--- src/rtl/div_sched_pkg.sv ---
// div_sched_pkg: state encoding and HI/LO slice positions for the divide sequencer
package div_sched_pkg;
  localparam logic [2:0] S_IDLE  = 3'd0;
  localparam logic [2:0] S_ISSUE = 3'd1;
  localparam logic [2:0] S_WAIT  = 3'd2;
  localparam logic [2:0] S_DRAIN = 3'd3;
  localparam logic [2:0] S_DONE  = 3'd4;
  localparam int HI_MSB = 63;
  localparam int HI_LSB = 32;
  localparam int LO_MSB = 31;
  localparam int LO_LSB = 0;
endpackage

--- src/rtl/div_sched.sv ---
// div_sched: issues signed DIVs to the iterative divider, stalls EX and owns HI/LO
module div_sched
  import div_sched_pkg::*;
#(
  parameter int MAX_WAIT = 40,
  parameter int CW       = 6
) (
  input  logic        clk,
  input  logic        resetn,
  input  logic        ex_div_req,
  input  logic [31:0] ex_src_a,
  input  logic [31:0] ex_src_b,
  input  logic        ex_advance,
  input  logic        ex_flush,
  input  logic        ex_hilo_rd,
  input  logic        hi_we,
  input  logic        lo_we,
  input  logic [31:0] hilo_wdata,
  output logic [31:0] div_dividend,
  output logic [31:0] div_divisor,
  output logic        div_a_valid,
  output logic        div_b_valid,
  input  logic [63:0] div_out,
  input  logic        div_validout,
  output logic [31:0] hi,
  output logic [31:0] lo,
  output logic        stall,
  output logic        busy,
  output logic        dbz,
  output logic        err
);
  logic [2:0]    state_q, state_d;
  logic [CW-1:0] cnt_q, cnt_d;
  logic [31:0]   dividend_q, dividend_d, divisor_q, divisor_d, hi_q, hi_d, lo_q, lo_d;
  logic          valid_q, valid_d, err_q, err_d;
  logic          req, timeout;
  assign req     = ex_div_req && !ex_flush;
  assign timeout = cnt_q == CW'(MAX_WAIT);
  // next-state, operand capture, HI/LO update and watchdog
  always_comb begin
    state_d    = state_q;
    cnt_d      = cnt_q;
    dividend_d = dividend_q;
    divisor_d  = divisor_q;
    hi_d       = hi_q;
    lo_d       = lo_q;
    err_d      = err_q;
    valid_d    = 1'b0;
    case (state_q)
      S_IDLE: begin
        if (req && ex_src_b != 32'd0) begin
          state_d    = S_ISSUE;
          dividend_d = ex_src_a;
          divisor_d  = ex_src_b;
          valid_d    = 1'b1;
        end else if (req) begin
          state_d = S_DONE;
        end else if (!ex_div_req) begin
          hi_d = hi_we ? hilo_wdata : hi_q;
          lo_d = lo_we ? hilo_wdata : lo_q;
        end
      end
      S_ISSUE: begin
        state_d = ex_flush ? S_DRAIN : S_WAIT;
        cnt_d   = '0;
      end
      S_WAIT: begin
        cnt_d = cnt_q + CW'(1);
        if (div_validout) begin
          state_d = ex_flush ? S_IDLE : S_DONE;
          hi_d    = ex_flush ? hi_q : div_out[HI_MSB:HI_LSB];
          lo_d    = ex_flush ? lo_q : div_out[LO_MSB:LO_LSB];
        end else if (timeout) begin
          state_d = S_IDLE;
          err_d   = 1'b1;
        end else if (ex_flush) begin
          state_d = S_DRAIN;
        end
      end
      S_DRAIN: begin
        cnt_d = cnt_q + CW'(1);
        if (div_validout) begin
          state_d = S_IDLE;
        end else if (timeout) begin
          state_d = S_IDLE;
          err_d   = 1'b1;
        end
      end
      S_DONE: state_d = (ex_advance || ex_flush) ? S_IDLE : S_DONE;
      default: state_d = S_IDLE;
    endcase
  end
  // state and registered divider-side outputs
  always_ff @(posedge clk) begin
    if (!resetn) begin
      state_q    <= S_IDLE;
      cnt_q      <= '0;
      dividend_q <= '0;
      divisor_q  <= '0;
      hi_q       <= '0;
      lo_q       <= '0;
      valid_q    <= 1'b0;
      err_q      <= 1'b0;
    end else begin
      state_q    <= state_d;
      cnt_q      <= cnt_d;
      dividend_q <= dividend_d;
      divisor_q  <= divisor_d;
      hi_q       <= hi_d;
      lo_q       <= lo_d;
      valid_q    <= valid_d;
      err_q      <= err_d;
    end
  end
  assign div_dividend = dividend_q;
  assign div_divisor  = divisor_q;
  assign div_a_valid  = valid_q;
  assign div_b_valid  = valid_q;
  assign hi           = hi_q;
  assign lo           = lo_q;
  assign err          = err_q;
  assign busy         = state_q != S_IDLE;
  assign dbz          = state_q == S_IDLE && req && ex_src_b == 32'd0;
  assign stall        = (req && state_q != S_DONE) ||
                        ((ex_hilo_rd || hi_we || lo_we) && state_q != S_IDLE && state_q != S_DONE);
endmodule
--- config.mk ---
export PLATFORM = sky130hd
export DESIGN_NAME = div_sched
export DESIGN_NICKNAME = d
export VERILOG_FILES = /design/src/rtl/div_sched_pkg.sv /design/src/rtl/div_sched.sv
export SDC_FILE = /design/constraint.sdc
export NUM_CORES = 1
export LEC_CHECK = 0
export CORE_ASPECT_RATIO = 0.6
export CORE_UTILIZATION = 45
export CTS_BUF_LIST = sky130_fd_sc_hd__clkbuf_8
export CTS_CLUSTER_SIZE = 8
export DETAILED_ROUTE_END_ITERATION = 8
export GPL_TIMING_DRIVEN = 0
export HOLD_SLACK_MARGIN = 0.02
export PLACE_DENSITY = 0.87
export SYNTH_ARGS = -nofsm -noshare
export SYNTH_HDL_FRONTEND = slang
export SYNTH_SLANG_ARGS = --single-unit
--- constraint.sdc ---
create_clock -name clk -period 4.7 [get_ports clk]
set_input_delay 0.94 -clock clk [delete_from_list [all_inputs] [get_ports clk]]
set_output_delay 0.94 -clock clk [all_outputs]
set_load 0.01 [all_outputs]
==> results by group <==
Timing
  • Worst setup margin: 0.659 ns
  • Hold slack: ~0.46 ns
  • # setup viols final: 0
  • Relative slew slack: 0.555
  • RSZ-0062 raised after global routing: false
  • Final hold vios: 0
  • Max-slew violations: 0
  • Fin Setup TNS: 0 ns
  • Worst-Margin Slew: 0.661 ns
  • Clk_skew: about 0.017 ns
  • Fmax: 0.247 GHz
  • Final min period: between 4 and 5 ns
  • Period utilization: 0.860

Setup path
  • FF-to-FF Start: state_q[1]$_SDFFE_PN0P_
  • CP arrival: about 3.1 ns
  • Reg2reg end: lo[21]$_SDFFE_PN0P_
  • Worst Setup End Kind: output port
  • Worst Setup Path Type: in2out
  • CP Max Fanout: 3
  • R2r worst-path depth: 5
  • CP Data Required Time: 3.76 ns
  • CP Launch Type: input port
  • R2R setup slack: roughly 2.7 ns

Yosys
  • Yosys top cell by area: dfxtp_1
  • Synth Cell Area: 0.00639 mm2
  • Top cell type's share of synthesized area: 0.435
  • Cells after synthesis: roughly 660
  • Synth Area per Inst: slightly below 10 um2
  • Number of synthesized register bits: roughly 140
  • Yosys synthesis warning count: 0
  • Synth area leaders: dfxtp_1, mux2i_1, nand2_1, o211a_1, buf_6
  • Syn Nets: a little over 800
  • Unique masters post-synth: 40
  • Register area share after synthesis: 0.435

Global routing
  • Vias in the first global route: ~5600
  • Total grt overflow: 0
  • Global-route wire length before repair: 29900 um
  • Antenna violations before repair: 0
  • Largest net degree at the start of global routing: 17
  • GRT Overall Usage: 0.263

Min path
  • Worst Hold End: div_divisor[8]$_SDFFE_PN0P_
  • Worst Min Path Start: div_divisor[8]$_SDFFE_PN0P_
  • Min-delay worst type: reg2reg
  • WHS Path Cells: 2

Die
  • Core ar.: between 0.01 and 0.015 mm2
  • Die H: roughly 94 um
  • Total die area: ~0.015 mm2
  • Initial Utilization: 0.465
  • Num ports: between 300 and 400
  • Die X: 156 um
  • Std-Cell Rows: 33

Detailed routing
  • Post-route ant nets: 0
  • DR iter-0 viols: 270
  • First-pass detailed-route iteration total: 4
  • DR vias/cell: about 5.1
  • Routed via count: 6006
  • Routed len/inst: ~17 um
  • Number of remaining DRC errors: 0
  • Total Wirelength: 19700 um

Clocking
  • Post-CTS Repair Setup Buffers: 0
  • CTS Sinks: around 140
  • CTS buffer count: 17
  • Clock latency on the worst-skew pair: between 0.4 and 0.5 ns
  • CTS Buffer Depth: 2
  • H-tree levels: 4
  • Clock transition at path regs: roughly 0.080 ns
  • CTS Hold Buffers Added: 0
  • Root Buffer: clkbuf_8
  • Post-cts sizing count: 0
  • CTS tree: built

Cells and area
  • Most frequent cells in the layout: clkdlybuf4s50_1, nand2_1, dfxtp_1
  • Nets: between 1000 and 1500
  • Post-route cell area: between 0.01 and 0.015 mm2
  • Number of diodes: 0
  • Final std cells w/o fill: approximately 1200
  • Area growth syn-to-layout: 57.4%
  • Commonest non-fill, non-tap cell in the layout: clkdlybuf4s50_1
  • Layout cells sized above 1: 0.0706
  • Core Util, Final: 0.732

Power
  • Reported leakage power: between 4 and 5 nW
  • Design Power: between 3 and 4 mW
  • Max rail drop VDD: between 0.15 and 0.2 mV
  • Pwr/cell area: 305 mW/mm2

Place
  • Post-detail-place hpwl: between 15000 and 20000 um
  • Input/output buffers: 301
  • Routability Congestion: about 0.85
  • DP Area: just under 0.01 mm2
  • Placed insts: approximately 1200
  • Pre-CTS setup slack: approximately 0.77 ns

Status
  • Status: finished, final reports clean

Flow run
  • Total of max-cap violations: 0
## cell type report
cell class | instances | area [um2]
fill | 1051 | 3690
multi-input combinational | 459 | 3180
timing repair buffer | 301 | 3010
sequential | 139 | 2780
buffer | 55 | 412
clock buffer | 18 | 248
tap | 192 | 240
clock inverter | 14 | 169
inverter | 5 | 18.8
## report_power, final
group	switching [mW]	total [mW]	internal [mW]
sequential	0.0499	1.32	1.27
combinational	0.298	0.719	0.421
clock	0.494	1.04	0.541
## state kept, by name, summed over array words and instances (netlist names)
register / cells
div_divisor: 32
err: 1
div_a_valid: 1
hi: 32
state_q: 3
div_dividend: 32
lo: 32
cnt_q: 6
## cells in the mapped netlist
cell type,count
nand2_1,196
inv_1,5
a21oi_1,2
nand4_1,2
buf_4,4
nor4_1,10
and2_1,2
xor2_1,1
o21bai_1,1
o221a_2,2
or3b_4,2
nand3b_1,1
nor3_1,3
ha_1,2
nor4bb_1,1
o211a_1,65
a22oi_1,2
a211oi_4,2
buf_2,8
nor3b_1,2
a21boi_0,4
o21ai_0,4
a31oi_1,2
clkbuf_1,24
a211o_1,1
buf_6,13
a32oi_1,1
nand2b_1,2
mux2_2,2
or3_1,1
clkbuf_2,1
buf_12,5
o32ai_1,1
o21a_1,2
dfxtp_1,139
nor2b_1,6
a211oi_1,1
nand3_1,2
mux2i_1,128
nor2_1,6
## worst max-delay path by stage
stage,startpoint,endpoint,cells after the start
6_report,ex_src_b[11],dbz,5
2_1_floorplan,ex_src_b[27],dbz,3
3_3_place_gp,ex_src_b[24],dbz,5
5_1_grt,ex_src_b[11],dbz,5
4_1_cts,ex_src_b[24],dbz,5
3_5_place_dp,ex_src_b[24],dbz,5
## worst max-delay path, stage by stage
cell,delay [ns]
clkdlybuf4s50_1,0.44
nor4_1,0.61
nand4_1,0.26
nor4_1,0.24
clkdlybuf4s50_1,0.61
## cells by family after synthesis
| logic type | Yosys count | synth area share |
|---|---|---|
| AND/OR/NAND/NOR | 236 | 0.154 |
| flip-flops | 139 | 0.435 |
| multiplexers | 130 | 0.204 |
| AO/OA/AOI/OAI | 90 | 0.134 |
| buffers and inverters | 60 | 0.0674 |
| adder cells (fa/ha/maj) | 2 | 0.00392 |
| XOR/XNOR | 1 | 0.00137 |
## per-layer routing
metal / vias to the layer above / share of wire / global-route usage
met4: 0 / 0.0094 / 0.0711
met3: 20 / 0.074 / 0.0733
met2: 186 / 0.44 / 0.394
met5: - / 0 / 0
li1: 2947 / - / -
met1: 2853 / 0.48 / 0.369
Power figures use the tool's default switching activity.
